`src/rtl/wb_regfile_pkg.sv`:
```
// wb_regfile_pkg: shared widths and instruction-class flag encoding for writeback
package wb_regfile_pkg;
   localparam int DEF_DATA_W    = 64;
   localparam int DEF_NREG_LOG2 = 3;
   localparam int CLS_W    = 5;
   localparam int CLS_NOOP = 0;
   localparam int CLS_ADDI = 1;
   localparam int CLS_MOVI = 2;
   localparam int CLS_LW   = 3;
   localparam int CLS_SW   = 4;
   typedef logic [CLS_W-1:0] cls_t;
   function automatic logic cls_conflict(cls_t f);
      return (f & (f - cls_t'(1))) != '0;
   endfunction
endpackage

```
`src/rtl/regfile_2r1w.sv`:
```
// regfile_2r1w: register array with two combinational read ports and write-before-read bypass
module regfile_2r1w #(
   parameter int DATA_W    = 64,
   parameter int NREG_LOG2 = 3,
   parameter int R0_ZERO   = 1
) (
   input  logic                 clk,
   input  logic                 rst_n,
   input  logic                 we,
   input  logic [NREG_LOG2-1:0] wa,
   input  logic [DATA_W-1:0]    wd,
   input  logic [NREG_LOG2-1:0] ra_a,
   input  logic [NREG_LOG2-1:0] ra_b,
   output logic [DATA_W-1:0]    rd_a,
   output logic [DATA_W-1:0]    rd_b
);
   localparam int NREG = 2**NREG_LOG2;
   logic [DATA_W-1:0] mem [NREG];
   always_ff @(posedge clk or negedge rst_n)
      if (!rst_n)
         for (int i = 0; i < NREG; i++) mem[i] <= '0;
      else if (we)
         mem[wa] <= wd;
   // hardwired zero wins over the bypass path
   assign rd_a = (R0_ZERO != 0 && ra_a == '0) ? '0 : (we && ra_a == wa) ? wd : mem[ra_a];
   assign rd_b = (R0_ZERO != 0 && ra_b == '0) ? '0 : (we && ra_b == wa) ? wd : mem[ra_b];
endmodule

```
`src/rtl/wb_regfile.sv`:
```
// wb_regfile: writeback select, register file commit, forwarding record, retire counters
module wb_regfile import wb_regfile_pkg::*; #(
   parameter int DATA_W    = DEF_DATA_W,
   parameter int NREG_LOG2 = DEF_NREG_LOG2,
   parameter int R0_ZERO   = 1,
   parameter int CNT_W     = 32
) (
   input  logic                 clk,
   input  logic                 rst,
   input  logic                 NOOP_WB,
   input  logic                 ADDI_WB,
   input  logic                 MOVI_WB,
   input  logic                 LW_WB,
   input  logic                 SW_WB,
   input  logic                 WRE_WB,
   input  logic [DATA_W-1:0]    D_out_WB,
   input  logic [DATA_W-1:0]    ALU_result_WB,
   input  logic [DATA_W-1:0]    Offset_WB,
   input  logic [NREG_LOG2-1:0] rt_WB,
   input  logic [NREG_LOG2-1:0] rd_addr_a,
   input  logic [NREG_LOG2-1:0] rd_addr_b,
   output logic [DATA_W-1:0]    rd_data_a,
   output logic [DATA_W-1:0]    rd_data_b,
   output logic                 fwd_valid,
   output logic [NREG_LOG2-1:0] fwd_addr,
   output logic [DATA_W-1:0]    fwd_data,
   output logic [CNT_W-1:0]     retire_cnt,
   output logic [CNT_W-1:0]     load_cnt,
   output logic                 class_err
);
   cls_t              cls;
   logic              we;
   logic [DATA_W-1:0] wd;
   always_comb begin
      cls           = '0;
      cls[CLS_NOOP] = NOOP_WB;
      cls[CLS_ADDI] = ADDI_WB;
      cls[CLS_MOVI] = MOVI_WB;
      cls[CLS_LW]   = LW_WB;
      cls[CLS_SW]   = SW_WB;
   end
   assign wd = LW_WB ? D_out_WB : MOVI_WB ? Offset_WB : ALU_result_WB;
   assign we = WRE_WB && !NOOP_WB && !SW_WB && !(R0_ZERO != 0 && rt_WB == '0);
   regfile_2r1w #(.DATA_W(DATA_W), .NREG_LOG2(NREG_LOG2), .R0_ZERO(R0_ZERO)) u_rf (
      .clk   (clk),
      .rst_n (rst),
      .we    (we),
      .wa    (rt_WB),
      .wd    (wd),
      .ra_a  (rd_addr_a),
      .ra_b  (rd_addr_b),
      .rd_a  (rd_data_a),
      .rd_b  (rd_data_b)
   );
   always_ff @(posedge clk or negedge rst)
      if (!rst) begin
         fwd_valid  <= 1'b0;
         fwd_addr   <= '0;
         fwd_data   <= '0;
         retire_cnt <= '0;
         load_cnt   <= '0;
         class_err  <= 1'b0;
      end else begin
         fwd_valid <= we;
         fwd_addr  <= rt_WB;
         fwd_data  <= wd;
         if (!NOOP_WB) retire_cnt <= retire_cnt + CNT_W'(1);
         if (LW_WB && !NOOP_WB) load_cnt <= load_cnt + CNT_W'(1);
         if (cls_conflict(cls)) class_err <= 1'b1;
      end
endmodule

```
`config.mk`:
```
export PLATFORM = sky130hd
export DESIGN_NAME = wb_regfile
export DESIGN_NICKNAME = d
export VERILOG_FILES = /design/src/rtl/wb_regfile_pkg.sv /design/src/rtl/regfile_2r1w.sv /design/src/rtl/wb_regfile.sv
export SDC_FILE = /design/constraint.sdc
export NUM_CORES = 2
export LEC_CHECK = 0
export ABC_AREA = 1
export CAP_MARGIN = 15
export CORE_ASPECT_RATIO = 0.7
export CORE_MARGIN = 1
export CORE_UTILIZATION = 55
export DETAILED_ROUTE_END_ITERATION = 8
export DONT_BUFFER_PORTS = 1
export GPL_ROUTABILITY_DRIVEN = 0
export GPL_TIMING_DRIVEN = 0
export MAX_ROUTING_LAYER = met4
export PLACE_DENSITY = 0.79
export SYNTH_ARGS = -nofsm -noshare
export SYNTH_HDL_FRONTEND = slang
export SYNTH_SLANG_ARGS = --single-unit
```
`constraint.sdc`:
```
create_clock -name clk -period 5.7 [get_ports clk]
set_clock_uncertainty 0.2 [all_clocks]
set_input_delay 1.71 -clock clk [delete_from_list [all_inputs] [get_ports clk]]
set_output_delay 1.71 -clock clk [all_outputs]
set_load 0.05 [all_outputs]
```
# Word-level counts from Yosys, hierarchy flattened
# Cells that the tools add are included.
dict set report totals {
  reg_bits 645
  in_bits 209
  output_inout_bits 261
  word_cells 56
}
dict set report op_classes {
  add_sub_neg 3
  n_lt_le_gt_ge 4
  eq_ne 2
  muxes 15
  n_bitwise 4
  n_reduce_logical 14
}
# operator n
set ops {}
lappend ops {{$mux W64} 11}
lappend ops {{$bwmux W512} 1}
lappend ops {{$bmux W64 S3} 2}
lappend ops {{$demux W64 S3} 1}
lappend ops {{$add A32 B1 Y32 const B} 2}
lappend ops {{$ge A4 B4 Y1 const B} 3}
lappend ops {{$not A3 Y4} 3}
lappend ops {{$logic_not A3 Y1} 3}
lappend ops {{$logic_and A1 B1 Y1} 7}
lappend ops {{$eq A3 B3 Y1} 2}
lappend ops {{$and A5 B5 Y5} 1}
lappend ops {{$reduce_bool A5 Y1} 1}
lappend ops {{$sub A5 B1 Y5 const B} 1}
lappend ops {{$lt A4 B1 Y1 const B} 1}
lappend ops {{$logic_not A1 Y1} 3}

# Longest topological paths before layout
dict set report depth {
  ltp_word 7
  mapped_depth 12
  mapped_depth_nobuf 9
}

# By module
# A second synthesis with hierarchy kept.
dict set report hier_totals {
  cells_unflattened 5123
  area_unflattened_um2 33882.5
}
# mod n_inst cells_each area_per_inst_um2 seq_area_each_um2
set by_module_without_submodules {}
lappend by_module_without_submodules {regfile_2r1w 1 4324 27333.7 11210.8}
lappend by_module_without_submodules {wb_regfile 1 799 6548.8 3328.2}

# Worst setup path after synthesis
# No wires, ideal clock.
dict set report synth_timing {
  path_type {input -> output}
  from {in rt_WB[2]}
  to {out rd_data_b[0]}
  arrival_ps 3323
  t_required_ps 3790
  setup_slack_ps 467
  cell_stages 7
  n_path_buf 2
  path_cell_list {buf_2 xnor2_1 nand2_1 nor2_4 buf_4 nor2_1 nor2_1}
}
dict set report synth_via {
  elab_chain_len 6
  word_cells_on_any_way 7
  classes_between {eq/ne: 1; mux: 2; reduce/logical: 4}
}
# element line_no
set synth_rtl {}
lappend synth_rtl {{start, declared} wb_regfile.sv:19} ;# input logic [NREG_LOG2-1:0] rt_WB,
lappend synth_rtl {{$logic_not A3 Y1} wb_regfile.sv:43} ;# assign we = WRE_WB && !NOOP_WB && !SW_WB && !(R0_ZERO != 0 && rt_WB == '0);
lappend synth_rtl {{$logic_not A1 Y1} wb_regfile.sv:43}
lappend synth_rtl {{$logic_and A1 B1 Y1} wb_regfile.sv:43}
lappend synth_rtl {{$logic_and A1 B1 Y1 (*)} regfile_2r1w.sv:26} ;# assign rd_b = (R0_ZERO != 0 && ra_b == '0) ? '0 : (we && ra_b == wa) ? wd : mem[ra_b];
lappend synth_rtl {{$mux W64 (*) (2 in a row)} regfile_2r1w.sv:26}
lappend synth_rtl {{end, declared} wb_regfile.sv:23} ;# output logic [DATA_W-1:0] rd_data_b,
# Mark *: on every way between the ends. The rest lies on a longest branch, timed or not.

# Final worst setup path
dict set report layout_timing {
  from {in rd_addr_a[1]}
  to {out rd_data_a[37]}
}
dict set report layout_via {
  elab_chain_len 6
  word_cells_on_any_way 9
  classes_between {eq/ne: 1; mux: 5; bitwise: 1; reduce/logical: 2}
}
# element line_no
set layout_rtl {}
lappend layout_rtl {{start, declared} wb_regfile.sv:20} ;# input logic [NREG_LOG2-1:0] rd_addr_a,
lappend layout_rtl {{$not A3 Y4 (implied by the code)} regfile_2r1w.sv:25} ;# assign rd_a = (R0_ZERO != 0 && ra_a == '0) ? '0 : (we && ra_a == wa) ? wd : mem[ra_a];
lappend layout_rtl {{$bmux W64 S3} regfile_2r1w.sv:25}
lappend layout_rtl {{$mux W64 (implied by the code) (2 in a row)} regfile_2r1w.sv:25}
lappend layout_rtl {{$mux W64} regfile_2r1w.sv:25}
lappend layout_rtl {{$mux W64 (*)} regfile_2r1w.sv:25}
lappend layout_rtl {{end, declared} wb_regfile.sv:22} ;# output logic [DATA_W-1:0] rd_data_a,
# Mark *: on every way between the ends. The rest lies on a longest branch, timed or not. The select of a mux whose other input is x is not followed.

==> results_dict.tcl <==
set metrics [dict create \
    post_drt_wl_per_cell_microns 26.2 \
    p_per_area_nw_per_um2 352 \
    r2r_start "retire_cnt[0]$_DFFE_PN0N_" \
    synth_adder_area_share_pct 0.0698 \
    pwr-share-comb_pct 23.2 \
    worstPathArrival_ps 3980 \
    ys.flop_type "dfrtp_1" \
    crit_fanout 10 \
    syn_area_per_cell_sq_um 6.84 \
    yosys.area_share.simple_pct 39.1 \
    yosys_warnings 0 \
    clock-sinks 645 \
    area_growth_syn_to_layout_pct 13.0 \
    worstSetupStartpointType "input port" \
    drc 0 \
    p_clk_share_pct 33.0 \
    worstPathRequired_ps 3790 \
    holdCritPathClass "flip-flop to flip-flop" \
    final_layout_size_suffix_gt1_share_pct 10.2 \
    startpoint "rd_addr_a[1]" \
    clockBufferDepth 3 \
    die-area_sq_um 66300 \
    yosysUniqueCellTypes 32 \
    vdd_drop_max_uv 229 \
    fp.dieW_microns 307 \
    ys_seq_elements 645 \
    vias 40000 \
    fin_cells 6264 \
    post-route-period-util_pct 103 \
    synth_top_family_by_area "simple AND/OR/NAND/NOR gates" \
    stdcell_area_sq_um 40600 \
    synth.area.mux_share_pct 0.0314 \
    grt_max_degree 646 \
    r2r_end "retire_cnt[30]$_DFFE_PN0N_" \
    cts-htree-levels 3 \
    tightest_slew_ps 1330 \
    drv_slew 0 \
    ctsHoldBuffers 0 \
    die_h_microns 216 \
    synthXorXnorAreaFrac_pct 0.952 \
    fmax_ghz 0.170 \
    first_iter_violations 8433 \
    ant_nets 0 \
    hold_viol_final 0 \
    ios 470 \
    critPathKind "input port to primary output" \
    synth_compound_area_share_pct 7.82 \
    p_sw_mw 5.40 \
    hpwl_mm 112 \
    initial_core_util_pct 56.2 \
    maxSlewHeadroom_pct 11.3 \
    outcome "finished, violations left" \
    final_cell_mix "nand2_1, nand3_1, dfrtp_1, o21ai_0, clkbuf_1" \
    fin_tns_setup_ps -1640 \
    min_to "u_rf.mem[502]$_DFFE_PN0P_" \
    finalWirelength_mm 164 \
    clk_latency_ps 640 \
    first_pass_iters 9 \
    viasPerCell 6.39 \
    failed_checks "setup timing" \
    reg2reg_depth 8 \
    whs_path_depth 1 \
    grt_pass1_vias 36100 \
    rsz0062_at_grt "yes" \
    synth_edf_count 0 \
    postSynthCellCount 5242 \
    core_area_sq_um 63800 \
    nNetsFinal 5530 \
    seq_area_frac_synth_pct 45.0 \
    r2r_slack_ps 3160 \
    synth_nets 5453 \
    cts_tree "yes" \
    p_int_mw 8.89 \
    clkTransAtPathRegs_ps 60 \
    grt_overflow 0 \
    postSynth.asyncResetShare_pct 100 \
    syn_area_sq_um 35900 \
    leakagePower_nw 19.5 \
    final.setup.worst_slack_ps -194 \
    placement.io_buffers 0 \
    postPlaceCellArea_sq_um 37000 \
    cap_viol_max_count 0 \
    switching_share_pct 37.8 \
    place_ws_ps -891 \
    cp-end-kind "primary output" \
    final_common_cell "nand2_1" \
    hp-start "u_rf.mem[502]$_DFFE_PN0P_" \
    grt_util_all_layers_pct 50.0 \
    clockRootBuffer "clkbuf_16" \
    dp_cells 6112 \
    row_count 77 \
    grt_pass1_wl_mm 235 \
    period_minus_slack_ps 5890 \
    pwr-share-seq_pct 43.9 \
    antenna_found_initial 18 \
    numCtsBuffers 68 \
    setup_violations 28 \
]
==> flip-flops by register name, indices dropped and copies added, names as in the netlist <==
| register | flops |
|---|---|
| class_err | 1 |
| fwd_addr | 3 |
| fwd_data | 64 |
| fwd_valid | 1 |
| load_cnt | 32 |
| retire_cnt | 32 |
| u_rf.mem | 512 |
==> synth_stat cells, types with 3 or more instances <==
master / instances / share of area [%]
nand3_1: 787 / 11
xor2_1: 15 / 0.37
clkbuf_1: 207 / 2.2
nand2_1: 2300 / 24
dfrtp_1: 645 / 45
nand4_1: 19 / 0.33
nand3_2: 3 / 0.084
buf_6: 14 / 0.44
nor2_2: 7 / 0.12
nor2_4: 3 / 0.094
nand3b_1: 9 / 0.19
buf_1: 39 / 0.41
buf_2: 151 / 2.1
xnor2_1: 24 / 0.59
o21ai_1: 105 / 1.5
o21ai_0: 408 / 5.7
inv_1: 135 / 1.4
o21ai_2: 6 / 0.15
inv_2: 7 / 0.073
nor3_1: 8 / 0.11
buf_4: 18 / 0.38
a21oi_1: 35 / 0.49
nor2_1: 286 / 3.0
==> power by group through the flow <==
stage	clock network [mW]	registers, mW	logic, mW
final	4.71	6.27	3.31
after global routing	4.83	6.33	3.55
after CTS	4.65	6.22	3.00
after detailed placement	0	6.29	2.88
after global placement	0	6.27	2.80
after floorplan	0	6.13	2.15
==> metrics by stage <==
stage	utilization [%]	hold WS, ps	total power [mW]
floorplan	-	251	8.28
global placement	57.9	263	9.07
detailed placement	58.0	269	9.17
CTS	62.6	283	13.9
global route	63.6	302	14.7
finish	63.6	286	14.3
==> worst max path at each step <==
stage	to	cells after the start
floorplan	rd_data_b[0]	7
global placement	rd_data_a[19]	7
detailed placement	rd_data_b[55]	8
CTS	rd_data_a[57]	9
global route	rd_data_b[12]	7
finish	rd_data_a[37]	7
==> worst max-delay path, cell delays in order <==
cell,delay [ps]
buf_2,400
clkdlybuf4s15_1,900
nand3_1,250
nand2_1,210
nand2_1,80
a21oi_1,280
nor2_4,140
==> area by class of cell <==
class | instances | area [sq um]
clock buffer | 90 | 1950
tap | 869 | 1090
inverter | 143 | 539
multi-input combinational | 4024 | 18200
buffer | 430 | 2090
fill | 5707 | 23200
timing repair buffer | 7 | 141
sequential | 645 | 16100
antenna | 27 | 67.6
clock inverter | 29 | 323
==> cells by family (layout without fill, tap and decap cells) <==
family,Yosys count,count (layout)
flops,645,645
buf+inv,573,699
mux,1,1
compound gates,555,555
other cells,0,27
fa+ha+maj,2,2
xor+xnor,39,39
simple gates,3427,3427
==> routing by layer <==
layer  part of all wire, %  vias up  track usage [%]  wire length, microns
met5                     0        -                -                     0
met4                   6.8        0             27.6                 11200
met3                    20      837             27.9                 32300
met2                    38     3800             62.8                 63000
met1                    35    18500             62.3                 57700
li1                      -    16900                -                     -
==> timing repair <==
action,4_1_cts,5_1_grt
gates resized for setup,229,138
pin swaps,0,3
hold endpoints to repair,0,0
setup buffers,0,2
setup endpoints to repair,128,121
No activity file was read; power rests on OpenSTA's default activity.
